File: config.mk
export PLATFORM = sky130hd
export DESIGN_NAME = square_calculator
export DESIGN_NICKNAME = d
export VERILOG_FILES = /design/src/rtl/square_calculator.sv
export SDC_FILE = /design/constraint.sdc
export NUM_CORES = 1
export LEC_CHECK = 0
export ABC_AREA = 1
export CAP_MARGIN = 0
export CORE_MARGIN = 3
export CORE_UTILIZATION = 44
export CTS_CLUSTER_DIAMETER = 30
export CTS_CLUSTER_SIZE = 24
export DETAILED_ROUTE_END_ITERATION = 6
export MAX_ROUTING_LAYER = met4
export PLACE_DENSITY_LB_ADDON = 0.25
export REMOVE_ABC_BUFFERS = 1
export SYNTH_ARGS = -nofsm -noshare
export SYNTH_HDL_FRONTEND = slang
export SYNTH_SLANG_ARGS = --single-unit
File: constraint.sdc
create_clock -name clk -period 2.01 [get_ports clk]
set_input_delay 0.402 -clock clk [delete_from_list [all_inputs] [get_ports clk]]
set_output_delay 0.402 -clock clk [all_outputs]
set_load 0.05 [all_outputs]
File: src/rtl/square_calculator.sv
// Iterative shift-add squarer: o_square = i_root^2 after BW iterations, start/busy/finish handshake.
// Accept edge 0, result on edge BW, o_finish high the following cycle; i_start ignored while busy.
module square_calculator #(
  parameter int BW = 5
) (
  input  logic            clk,
  input  logic            rst,
  input  logic            i_start,
  input  logic [BW-1:0]   i_root,
  output logic            o_busy,
  output logic            o_finish,
  output logic [2*BW-1:0] o_square,
  output logic [50:0]     number
);

  localparam int W  = 2 * BW;
  localparam int CW = (BW < 2) ? 1 : $clog2(BW);

  // Primitive cost model: transistors per cell and cells used by this datapath/FSM.
  localparam int T_FD2    = 44;
  localparam int T_FA1    = 28;
  localparam int T_MUX21H = 12;
  localparam int T_IV     = 2;
  localparam int T_FSM    = 24;
  localparam int N_FD2    = W + BW + W + CW + W + 2 + 2;
  localparam int N_FA1    = W + CW;
  localparam int N_MUX21H = W + (W + BW + W + CW) + W;
  localparam int N_IV     = 2;

  typedef enum logic [1:0] {IDLE = 2'd0, CALC = 2'd1, DONE = 2'd2} state_t;

  state_t          state_q;
  logic [W-1:0]    opa_q;
  logic [BW-1:0]   mul_q;
  logic [W-1:0]    acc_q;
  logic [CW-1:0]   cnt_q;
  logic [W-1:0]    square_q;
  logic            busy_q;
  logic            finish_q;

  logic [W-1:0]    addend_d;
  logic [W-1:0]    sum_d;

  // Partial product is opA gated by the current multiplier LSB; carry-out cannot occur.
  always_comb begin
    addend_d = mul_q[0] ? opa_q : '0;
    sum_d    = acc_q + addend_d;
  end

  always_ff @(posedge clk or posedge rst) begin
    if (rst) begin
      state_q  <= IDLE;
      opa_q    <= '0;
      mul_q    <= '0;
      acc_q    <= '0;
      cnt_q    <= '0;
      square_q <= '0;
      busy_q   <= 1'b0;
      finish_q <= 1'b0;
    end else begin
      case (state_q)
        IDLE: begin
          finish_q <= 1'b0;
          if (i_start) begin
            opa_q   <= {{BW{1'b0}}, i_root};
            mul_q   <= i_root;
            acc_q   <= '0;
            cnt_q   <= '0;
            state_q <= CALC;
            busy_q  <= 1'b1;
          end
        end
        CALC: begin
          acc_q <= sum_d;
          opa_q <= opa_q << 1;
          mul_q <= mul_q >> 1;
          cnt_q <= cnt_q + CW'(1);
          if (cnt_q == CW'(BW - 1)) begin
            square_q <= sum_d;
            state_q  <= DONE;
            finish_q <= 1'b1;
          end
        end
        DONE: begin
          state_q  <= IDLE;
          busy_q   <= 1'b0;
          finish_q <= 1'b0;
        end
        default: begin
          state_q  <= IDLE;
          busy_q   <= 1'b0;
          finish_q <= 1'b0;
        end
      endcase
    end
  end

  assign o_busy   = busy_q;
  assign o_finish = finish_q;
  assign o_square = square_q;
  assign number   = 51'(N_FD2 * T_FD2 + N_FA1 * T_FA1 + N_MUX21H * T_MUX21H + N_IV * T_IV + T_FSM);

endmodule

======== After elaboration in Yosys (flattened, before gate mapping) ========
Index checks and enable logic that the tools add are counted.
word-level totals
  bits in writable memories ............... 0
  output and inout bits ................... 63
  flip-flop bits (word level) ............. 42
  bits of input ports ..................... 8
  logic and storage cells ................. 37
  memory bits (read-only) ................. 0
  latch bits .............................. 0
  memories ................................ 0
operators by class
  equal/unequal tests ..................... 4
  bitwise operators ....................... 1
  reductions and logical operators ........ 6
  shift-type cells ........................ 0
  add/sub/neg operators ................... 2
  order comparisons ....................... 0
  multiply operators ...................... 0
  muxes and demuxes ....................... 16
  divide/modulo/power cells ............... 0
operator list
  operator                                                          count
  10-bit one-hot mux with 2 select lines                            2
  10-bit 2-to-1 mux                                                 3
  10-bit adder                                                      1
  5-bit one-hot mux with 2 select lines                             1
  2-bit AND reduction                                               4
  3-bit one-hot mux with 2 select lines                             1
  5-bit 2-to-1 mux                                                  1
  2-bit 2-to-1 mux                                                  2
  2-bit != test (second input constant)                             2
  2-bit one-hot mux with 2 select lines                             1
  3-bit by 1-bit adder with 3-bit output (second input constant)    1
  3-bit == test (second input constant)                             1
  1-bit 2-to-1 mux                                                  3
  3-bit 2-to-1 mux                                                  1
  2-bit by 1-bit == test with 1-bit output (second input constant)  1
  2-bit zero test                                                   1
  1-bit one-hot mux with 2 select lines                             1
  2-bit nonzero test                                                1
  1-bit inverter                                                    1

======== Depth between registers and ports, before layout ========
  depth in word-level cells ............... 3
  depth in mapped cells ................... 13
  mapped depth without buffers ............ 12

======== Worst setup path before layout ========
Ideal clock, no wire load.
  path type ............................... register -> register
  start ................................... register mul_q[0]
  end ..................................... register square_q[8] (netlist: o_square[8])
  buffers on the path ..................... 1
  setup time .............................. 0.118 ns
  path slack .............................. 0.093 ns
  clock period less this slack ............ 1.917 ns
  cell stages (with the launch flop) ...... 13
  data required time ...................... 1.892 ns
  arrival time ............................ 1.799 ns
  cell sequence ........................... dfrtp_1 clkbuf_1 nand2_1 inv_1 ha_1 inv_1 fa_1 o21ai_2 nand2_1 nand2_1 nand2_1 nand3_1 nand2_1
on the way
  longest elaborated chain between the ends .. 2
RTL lines
  item                    line  RTL
  from (decl)             34    logic [BW-1:0] mul_q;
  from (signal assigned)  66    mul_q <= i_root;
  from (signal assigned)  76    mul_q <= mul_q >> 1;
  10-bit 2-to-1 mux       46    addend_d = mul_q[0] ? opa_q : '0;
  10-bit adder            47    sum_d = acc_q + addend_d;
  to (signal assigned)    79    square_q <= sum_d;
  to (decl)               37    logic [W-1:0] square_q;
Every way passes these cells.
A chain may end at the register's enable or synchronous reset.

======== Worst setup path in the final report ========
  start ................................... register finish_q (netlist: o_finish)
  end ..................................... output port o_finish
RTL lines
  item                    line  RTL
  from (decl)             39    logic finish_q;
  from (signal assigned)  59    finish_q <= 1'b0;
  from (signal assigned)  63    finish_q <= 1'b0;
  from (signal assigned)  81    finish_q <= 1'b1;
  to (decl)               11    output logic o_finish,
No word-level cell between the ends.

==> impl_metrics.py <==
metrics = {
    "outcome": {
        "outcome": "completed",
    },
    "routing": {
        "detail_route.first_pass.iterations": 4,
        "route.final.wire_length_um": 4560,
        "dr.first_iter.drc_count": 131,
        "route.detailed.drc": 0,
        "postRouteAntennaNets": 0,
        "dr_total_vias": 1833,
        "dr_vias_cell": 4.41,
        "wire_per_inst_um": 11.0,
    },
    "clock_network": {
        "cts.sinks": 42,
        "clock_tree.root_cell": "sky130_fd_sc_hd__clkbuf_8",
        "cts.clk_slew.worst_paths_ns": 0.09,
        "cts-root-to-sink-buffers": 2,
        "hold_buffers": 0,
        "worstSkewPairLatency_ns": 0.29,
        "cts_max_level": 2,
        "numCtsBuffers": 5,
        "tritoncts": "built",
    },
    "place": {
        "numPortBuffers": 19,
        "placement.setup.worst_slack_ns": 0.179,
        "place_congestion": 0.870,
        "place.detailed.instances": 407,
        "dpl_hpwl_um": 3380,
        "post_dp_cell_area_um2": 2660,
    },
    "grt": {
        "gr-usage-all-layers_pct": 15.2,
        "global_route.overflow_total": 0,
        "first_global_vias": 1729,
        "antenna_violations_before_repair": 0,
        "gr-max-usage-layer": "met2",
        "met3_usage_in_global_routing_pct": 3.36,
        "grt_util_met1_pct": 19.8,
        "globalRouteMet2Util_pct": 23.0,
        "grt_pass1_wl_um": 7800,
        "maximum_number_of_pins_on_one_net_before_global_route_repair": 43,
    },
    "power": {
        "power.static_leakage_nw": 1.53,
        "power_density_relative_to_cell_area_nw_per_um2": 1590,
        "fin_total_pwr_mw": 4.40,
        "vdd_drop_max_mv": 0.922,
    },
    "timing": {
        "slew-limit-headroom_pct": 65.1,
        "max_freq_mhz": 540,
        "rsz0062_at_grt": "false",
        "timing.clock.skew_ns": 0.00958,
        "tns_ns": 0,
        "hold_viol": 0,
        "finalHoldWorstSlack_ns": 0.483,
        "fin_crit_ns": 1.85,
        "setup_viol": 0,
        "post-route-worst-setup-slack_ns": 0.157,
        "worst_margin_pin_slew_ns": 0.524,
        "final_period_utilization_pct": 92.2,
        "timing.final.max_slew_violations": 0,
    },
    "finish": {
        "n_antenna_cell": 0,
        "layout.cells.most_common": "sky130_fd_sc_hd__nand2_1",
        "fin_util_pct": 49.3,
        "layout.cells.non_filler": 416,
        "layout_common_cells": "sky130_fd_sc_hd__nand2_1 (102), sky130_fd_sc_hd__conb_1 (51), sky130_fd_sc_hd__dfrtp_1 (42)",
        "nets": 363,
        "multi_input_comb_area_um2": 1170,
        "stdcell_area_um2": 2760,
        "layout.filler_cells": 549,
        "synthToLayoutAreaGrowth_pct": 6.92,
        "regArea_um2": 1050,
        "post_route_cells_drive_above_1_share_pct": 7.56,
    },
    "floorplanning": {
        "floorplan.initialDensity_pct": 46.1,
        "rows": 27,
        "dieHeight_um": 82.6,
        "dieArea_um2": 6830,
        "die_outline_width_um": 82.6,
        "core_region_area_um2": 5610,
        "num_io_pins": 71,
    },
    "job": {
        "maxCapViolations": 0,
    },
    "logic_synthesis": {
        "yosysTopAreaCell": "sky130_fd_sc_hd__dfrtp_1",
        "yosysSeqAreaShare_pct": 40.7,
        "yosys.area.top_type_share_pct": 40.7,
        "synthCells": 320,
        "syn_avg_cell_area_um2": 8.07,
        "yosys-top-cells-area": "sky130_fd_sc_hd__dfrtp_1 (41%), sky130_fd_sc_hd__buf_4 (15%), sky130_fd_sc_hd__nand2_1 (15%)",
        "synth.lib_cells_used.distinct": 29,
        "ys_ff_latch": 42,
        "yosys_synthesis_warning_count": 0,
        "synthesis.area_um2": 2580,
    },
    "critical_path": {
        "cp_data_arrival_time_ns": 1.45,
        "crit_required_ns": 1.61,
        "worst-setup-path-type": "reg2out",
        "critical_path.slowest_cell": "sky130_fd_sc_hd__clkdlybuf4s50_1",
        "crit_buf_inv": 1,
        "critical_path_peak_fanout": 2,
        "crit_path_max_incr_delay_ns": 0.80,
        "top_delay_family_on_crit_path": "buffers and inverters",
        "crit_chain": "clkdlybuf4s50_1",
        "worstSetupStartpointType": "register",
        "critPathCaptureType": "output port",
    },
    "min_path": {
        "timing.hold.worst.class": "reg2reg",
    },
}
-- cell families (layout without fill, tap and decap cells) --
logic type | after synthesis | after routing | share of synthesized area, %
AND/OR/NAND/NOR | 141 | 141 | 23.8
buffers and inverters | 93 | 68 | 21.7
flip-flops | 42 | 42 | 40.7
AO/OA/AOI/OAI | 27 | 27 | 6.39
adder cells (fa/ha/maj) | 12 | 12 | 6.10
XOR/XNOR | 3 | 3 | 1.02
other | 2 | 51 | 0.291
-- worst paths after layout --
path / startpoint / end / slack [ns] / depth (start not counted)
min: o_square[5] / o_square[5] / 0.48 / 2
max in group asynchronous: rst / acc_q[7] / 1.11 / 3
min in group asynchronous: rst / opa_q[0] / 0.54 / 3
min reg2reg: o_square[5] / o_square[5] / 0.48 / 2
max reg2reg: mul_q[0] / o_square[4] / 0.20 / 9
max: o_finish / o_finish / 0.16 / 1
-- flip-flops by register name (all words and copies together), names as in the netlist --
register,cells
o_finish,1
o_busy,1
cnt_q,3
o_square,10
opa_q,10
acc_q,10
mul_q,5
state_q,2
-- per-layer routing --
layer  vias up  routed length, um
met5         -                  0
met2        51               2100
li1        949                  -
met1       827               2160
met3         6                249
met4         0                 55
-- report_power, final --
group / switching (mW) / total [mW] / internal, mW
clock: 0.291 / 0.536 / 0.245
sequential: 0.212 / 1.42 / 1.21
combinational: 1.66 / 2.45 / 0.791
total: 2.16 / 4.40 / 2.25
-- Yosys cell counts --
master and instances:
sky130_fd_sc_hd__inv_2 2, sky130_fd_sc_hd__a21oi_1 6, sky130_fd_sc_hd__ha_1 11, sky130_fd_sc_hd__nor2_8 1
sky130_fd_sc_hd__dfrtp_1 42, sky130_fd_sc_hd__inv_1 33, sky130_fd_sc_hd__nor2_1 6, sky130_fd_sc_hd__or2_2 2
sky130_fd_sc_hd__nand3b_1 3, sky130_fd_sc_hd__nand2_1 102, sky130_fd_sc_hd__xor2_1 1, sky130_fd_sc_hd__a32o_1 1
sky130_fd_sc_hd__nand3_1 23, sky130_fd_sc_hd__inv_4 1, sky130_fd_sc_hd__o22ai_1 5, sky130_fd_sc_hd__buf_4 51
sky130_fd_sc_hd__o21a_1 1, sky130_fd_sc_hd__o21ai_2 3, sky130_fd_sc_hd__nand4_1 1, sky130_fd_sc_hd__nor2_4 2
sky130_fd_sc_hd__o21ai_0 9, sky130_fd_sc_hd__o211ai_1 2, sky130_fd_sc_hd__xnor2_1 2, sky130_fd_sc_hd__clkbuf_1 2
sky130_fd_sc_hd__conb_1 2, sky130_fd_sc_hd__buf_2 2, sky130_fd_sc_hd__nand2_4 1, sky130_fd_sc_hd__buf_6 2
sky130_fd_sc_hd__fa_1 1
-- layout make-up --
class                      count  area share, %
sequential                    42           38.0
clock buffer                   6           2.63
multi-input combinational    234           42.3
inverter                      36           4.98
tap                           72           3.26
timing repair buffer          24           8.24
clock inverter                 2          0.498
-- what timing repair did --
action,CTS,global route
buffers inserted,0,1
endpoints found under the setup margin,0,7
gates resized for setup,0,3
No activity file was read; power rests on OpenSTA's default activity.
